File: config.mk
export PLATFORM = sky130hd
export DESIGN_NAME = cp0_reg
export DESIGN_NICKNAME = d
export VERILOG_FILES = /design/src/rtl/cp0_reg_pkg.sv /design/src/rtl/cp0_timer.sv /design/src/rtl/cp0_reg.sv
export SDC_FILE = /design/constraint.sdc
export NUM_CORES = 1
export LEC_CHECK = 0
export ABC_CLOCK_PERIOD_IN_PS = 3650
export CAP_MARGIN = 20
export CORE_UTILIZATION = 47
export CTS_BUF_LIST = sky130_fd_sc_hd__clkbuf_8 sky130_fd_sc_hd__clkbuf_16
export DETAILED_ROUTE_END_ITERATION = 6
export PLACE_DENSITY = 0.95
export SLEW_MARGIN = 15
export SYNTH_ARGS = -nofsm -noshare
export SYNTH_HDL_FRONTEND = slang
export SYNTH_HIERARCHICAL = 1
export SYNTH_SLANG_ARGS = --single-unit
File: constraint.sdc
create_clock -name clk -period 3.65 [get_ports clk]
set_input_delay 0.5475 -clock clk [delete_from_list [all_inputs] [get_ports clk]]
set_output_delay 0.5475 -clock clk [all_outputs]
set_load 0.02 [all_outputs]
File: src/rtl/cp0_reg_pkg.sv
// Shared constants for the CP0 register file: register numbers and common words.
// Optional feature macro used by cp0_timer: CP0_COUNT_HALF_RATE_EN.
package cp0_reg_pkg;

    localparam logic [31:0] ZeroWord         = 32'h0000_0000;

    localparam logic [4:0]  CP0_REG_COUNT    = 5'd9;
    localparam logic [4:0]  CP0_REG_COMPARE  = 5'd11;
    localparam logic [4:0]  CP0_REG_STATUS   = 5'd12;
    localparam logic [4:0]  CP0_REG_CAUSE    = 5'd13;
    localparam logic [4:0]  CP0_REG_EPC      = 5'd14;
    localparam logic [4:0]  CP0_REG_PRID     = 5'd15;
    localparam logic [4:0]  CP0_REG_CONFIG   = 5'd16;

    // Cause bits software may write: IV(23), WP(22), IP1:0(9:8).
    localparam logic [31:0] CAUSE_WR_MASK    = 32'h00C0_0300;

endpackage

File: src/rtl/cp0_timer.sv
// Count/Compare timer: free-running Count, Compare register and sticky timer interrupt.
// With CP0_COUNT_HALF_RATE_EN defined, Count steps every second cycle via a toggle flop.
module cp0_timer
    import cp0_reg_pkg::*;
(
    input  logic        clk,
    input  logic        rst,
    input  logic        count_we,
    input  logic        compare_we,
    input  logic [31:0] data,
    output logic [31:0] count,
    output logic [31:0] compare,
    output logic        timer_int
);

    logic [31:0] count_q, compare_q;
    logic        timer_int_q;
    logic        inc;

`ifdef CP0_COUNT_HALF_RATE_EN
    logic toggle_q;

    // Toggle gates the increment; a Count write restarts the two-cycle phase.
    always_ff @(posedge clk) begin
        if (rst || count_we) toggle_q <= 1'b0;
        else                 toggle_q <= ~toggle_q;
    end

    assign inc = toggle_q;
`else
    assign inc = 1'b1;
`endif

    // Count: software write wins over the increment in the same cycle.
    always_ff @(posedge clk) begin
        if (rst)           count_q <= ZeroWord;
        else if (count_we) count_q <= data;
        else if (inc)      count_q <= count_q + 32'd1;
    end

    // Compare register.
    always_ff @(posedge clk) begin
        if (rst)             compare_q <= ZeroWord;
        else if (compare_we) compare_q <= data;
    end

    // Sticky timer interrupt: Compare write clears and beats a same-cycle match.
    always_ff @(posedge clk) begin
        if (rst)                                               timer_int_q <= 1'b0;
        else if (compare_we)                                   timer_int_q <= 1'b0;
        else if ((compare_q != ZeroWord) && (count_q == compare_q)) timer_int_q <= 1'b1;
    end

    assign count     = count_q;
    assign compare   = compare_q;
    assign timer_int = timer_int_q;

endmodule

File: src/rtl/cp0_reg.sv
// Coprocessor-0 register file: Status/Cause/EPC storage, write decode, mfc0 read mux.
// Count/Compare live in cp0_timer; CP0_COUNT_HALF_RATE_EN selects its half-rate Count.
module cp0_reg
    import cp0_reg_pkg::*;
#(
    parameter logic [31:0] PRID_VALUE   = 32'h004C0102,
    parameter logic [31:0] CONFIG_VALUE = 32'h00008000,
    parameter logic [31:0] STATUS_RST   = 32'h10000000
) (
    input  logic        clk,
    input  logic        rst,
    input  logic        we_i,
    input  logic [4:0]  waddr_i,
    input  logic [31:0] data_i,
    input  logic [4:0]  raddr_i,
    input  logic [5:0]  int_i,
    output logic [31:0] data_o,
    output logic [31:0] count_o,
    output logic [31:0] compare_o,
    output logic [31:0] status_o,
    output logic [31:0] cause_o,
    output logic [31:0] epc_o,
    output logic [31:0] config_o,
    output logic [31:0] prid_o,
    output logic        timer_int_o
);

    logic [31:0] status_q, cause_q, epc_q;
    logic        we_count, we_compare, we_status, we_cause, we_epc;

    // Write decode: one strobe per writable register.
    always_comb begin
        we_count   = we_i && (waddr_i == CP0_REG_COUNT);
        we_compare = we_i && (waddr_i == CP0_REG_COMPARE);
        we_status  = we_i && (waddr_i == CP0_REG_STATUS);
        we_cause   = we_i && (waddr_i == CP0_REG_CAUSE);
        we_epc     = we_i && (waddr_i == CP0_REG_EPC);
    end

    cp0_timer u_timer (
        .clk        (clk),
        .rst        (rst),
        .count_we   (we_count),
        .compare_we (we_compare),
        .data       (data_i),
        .count      (count_o),
        .compare    (compare_o),
        .timer_int  (timer_int_o)
    );

    // Status and EPC: plain full-width registers.
    always_ff @(posedge clk) begin
        if (rst) begin
            status_q <= STATUS_RST;
            epc_q    <= ZeroWord;
        end else begin
            if (we_status) status_q <= data_i;
            if (we_epc)    epc_q    <= data_i;
        end
    end

    // Cause: IP7:2 track int_i every cycle; only IV/WP/IP1:0 are software-writable.
    always_ff @(posedge clk) begin
        if (rst) begin
            cause_q <= ZeroWord;
        end else begin
            if (we_cause) begin
                cause_q <= (cause_q & ~CAUSE_WR_MASK) | (data_i & CAUSE_WR_MASK);
            end
            cause_q[15:10] <= int_i;
        end
    end

    // Read mux: pre-edge register values, no bypass of the pending write.
    always_comb begin
        data_o = ZeroWord;
        if (!rst) begin
            case (raddr_i)
                CP0_REG_COUNT:   data_o = count_o;
                CP0_REG_COMPARE: data_o = compare_o;
                CP0_REG_STATUS:  data_o = status_q;
                CP0_REG_CAUSE:   data_o = cause_q;
                CP0_REG_EPC:     data_o = epc_q;
                CP0_REG_PRID:    data_o = PRID_VALUE;
                CP0_REG_CONFIG:  data_o = CONFIG_VALUE;
                default:         data_o = ZeroWord;
            endcase
        end
    end

    assign status_o = status_q;
    assign cause_o  = cause_q;
    assign epc_o    = epc_q;
    assign config_o = CONFIG_VALUE;
    assign prid_o   = PRID_VALUE;

endmodule
==> metrics.md <==
| Metric | Value |
|---|---|
| Period minus WS final | 3.58 ns |
| Die W | 129 µm |
| Antenna violations before repair | 1 |
| Status | completed |
| Yosys top cell area share | 36.6% |
| Reg2reg start | u_timer/count[0]$_SDFF_PP0_ |
| Core footprint | 15,800 µm² |
| Reg2Reg Setup Slack | 1.34 ns |
| Routability Congestion | 0.942 |
| Ratio of cells with drive above 1 in the final layout | 8.03% |
| Peak VDD IR | 0.000342 V |
| Main flop type after synthesis | dfxtp_1 |
| TritonCTS Buffers | 17 |
| WP buf/inv | 2 |
| Dominant cells by area after synthesis | dfxtp_1 37%, buf_4 9.0%, nand2_1 7.4% |
| Die ar. | 16,700 µm² |
| Pins Over Slew Limit | 0 |
| Vias in the first global route | 7,138 |
| RSZ-0062 raised after global routing | false |
| Area Overhead vs Synth | 36.1% |
| Mean number of vias per cell | 5.63 |
| Worst EP required | 3.10 ns |
| Crit path capture type | output port |
| Initial Util | 48.0% |
| Cts hold-fix bufs | 0 |
| Post-Route WL | 27.0 mm |
| GRT Overall Usage | 32.3% |
| Cell Pwr Density | 377 nW/µm² |
| R2R Path End | u_timer/count[26]$_SDFF_PP0_ |
| Cells after synthesis | 915 |
| Cell with the most instances after synthesis | nand2_1 |
| # setup viols final | 0 |
| Crit-path most repeated cell | clkdlybuf4s50_1 |
| WHS Path Cells | 2 |
| Worst skew pair latency | 0.43 ns |
| HP Start | status_o[16]$_SDFFE_PP0P_ |
| Period utilisation layout | 98.0% |
| Register area | 2780 µm² |
| Commonest cells post-synth | 150 x nand2_1, 139 x dfxtp_1, 97 x a21oi_1 |
| Final net count | 1,172 |
| Synth cell types | 61 |
| PnR Total Power | 3.90 mW |
| Sequential area share after synthesis | 36.6% |
| WL per Instance | 20.0 µm |
| Post-synthesis register bit count | 139 |
| CTS resizes | 0 |
| First-pass GRT wire length | 40.5 mm |
| Largest net degree at the start of global routing | 73 |
| CP Class | input port to output port |
| Synthesis Warnings | 6 |
| Worst-Margin Slew | 0.852 ns |
| Drt first-iter violations | 787 |
| Hold Path End | status_o[16]$_SDFFE_PP0P_ |
| Critical path peak fanout | 27 |
| Fin. Hold Viols | 0 |
| Maximum root-to-sink buffer count | 2 |
| Clock slew at reported path FFs | 0.06 ns |
| Crit path from | raddr_i[0] |
| Post-route ant nets | 0 |
| Post-layout util | 65.4% |
| Vias | 7,598 |
| Die Y | 129 µm |
| Sum Neg Setup Slack | 0 ns |
| CTS root buf | clkbuf_16 |
| Rows | 46 |
| Top delay family on crit path | buffers and inverters |
| IO Count | 308 |
| Num Clock Sinks | 139 |
| Hold WC Path Type | flip-flop to flip-flop |
| Post-CTS setup buffer count | 0 |
| Startpoint types | input port |
| Port bufs | 221 |
| Drt first pass iters | 6 |
| DRC viols | 0 |
| Yosys top cell by area | dfxtp_1 |
| Post-synth ARST share | 0% |
| Crit path largest cell delay | 0.66 ns |
| Leak | 3.70 nW |
| # H-tree levels | 4 |
| Number of enable flip-flop cells after synthesis | 0 |
| Fin Clk Skew | 0.0113 ns |
| Avg Cell Area, Syn | 8.31 µm² |
| F_max | 0.280 GHz |
| Crit path cell chain | clkdlybuf4s50_1 -> and4bb_4 -> and2_4 -> a22oi_1 -> a21oi_1 -> clkdlybuf4s50_1 |
| R2R cell count | 6 |
| Synthesized area | 7600 µm² |
| Critical path's slowest cell | clkdlybuf4s50_1 |
| Max Cap Viol | 0 |
| Max-slew headroom | 43.2% |
| Filler cell count | 1,225 |
| TritonCTS clock tree | done |
| Grt total ovfl | 0 |
| Critical Path AT | 3.03 ns |
| HPWL Detailed | 19.0 mm |
| Area occupied by multi-input gates | 4190 µm² |
-- layer usage --
layer | vias up | wire length (µm) | GRT usage (%)
met4 | 0 | 1090 | 16.1
met5 | - | 0 | 0
met1 | 3586 | 10800 | 40.4
met3 | 89 | 2480 | 7.84
met2 | 502 | 12700 | 51.8
li1 | 3421 | - | -
-- state kept, by name, indices dropped and copies added, names as in the netlist --
| signal | count |
|---|---|
| cause_o | 10 |
| u_timer/compare | 32 |
| status_o | 32 |
| u_timer/timer_int | 1 |
| u_timer/count | 32 |
| epc_o | 32 |
-- report_power, final --
| group | internal (mW) | total (mW) | switching [mW] |
|---|---|---|---|
| combinational | 0.132 | 0.373 | 0.242 |
| sequential | 1.54 | 1.57 | 0.0316 |
| clock | 1.28 | 1.96 | 0.679 |
| total | 2.95 | 3.90 | 0.952 |
-- cells by family after synthesis --
family / share of synthesized area, %
other: 0.0988
AND/OR/NAND/NOR: 21.0
multiplexers: 7.03
XOR/XNOR: 6.91
AO/OA/AOI/OAI: 15.5
buffers and inverters: 12.7
flip-flops: 36.6
adder cells (fa/ha/maj): 0.165
-- worst max path at each step --
| stage | slack [ns] | endpoint | cells after the start |
|---|---|---|---|
| after detailed placement | 0.15 | data_o[7] | 6 |
| after floorplan | 1.28 | data_o[18] | 7 |
| after global placement | 0.17 | data_o[8] | 8 |
| final | 0.07 | data_o[29] | 6 |
| after global routing | 0.01 | data_o[29] | 6 |
| after CTS | 0.11 | data_o[29] | 6 |
-- per-stage QoR --
stage,setup slack [ns],hold WS (ns),area [µm²],std cells
floorplan,1.28,0.533,7920,999
global placement,0.169,0.446,9670,1317
CTS,0.113,0.474,10300,1349
global route,0.0109,0.495,10300,1350
detailed placement,0.153,0.462,9670,1317
finish,0.0729,0.473,10300,1350
-- tightest hold or removal path: stages, from the launching register on --
cell     delay (ns)
dfxtp_1        0.32
nand2_1        0.05
a21oi_1        0.05
-- cell usage in the layout, fill, tap and decap left out, types with 5 or more instances in the layout --
cell,n
xnor2_1,25
o21ai_0,5
nor2b_1,6
nand3_1,10
xor2_1,35
clkbuf_16,17
mux2i_1,41
dfxtp_1,139
nor3_1,6
bufinv_16,5
nand2_1,150
nor4_1,14
a211oi_1,19
nand4_1,16
buf_4,23
inv_1,6
mux2_2,11
a21oi_1,97
a22oi_1,55
nor2_1,83
clkdlybuf4s50_1,220
conb_1,86
-- final cells by class --
type | count | share of cell area, %
multi-input combinational | 712 | 40.5
antenna | 1 | 0.0242
clock buffer | 21 | 4.64
sequential | 139 | 26.9
inverter | 5 | 0.181
tap | 216 | 2.61
clock inverter | 11 | 1.83
timing repair buffer | 245 | 23.3
(Power assumes the default switching activity.)
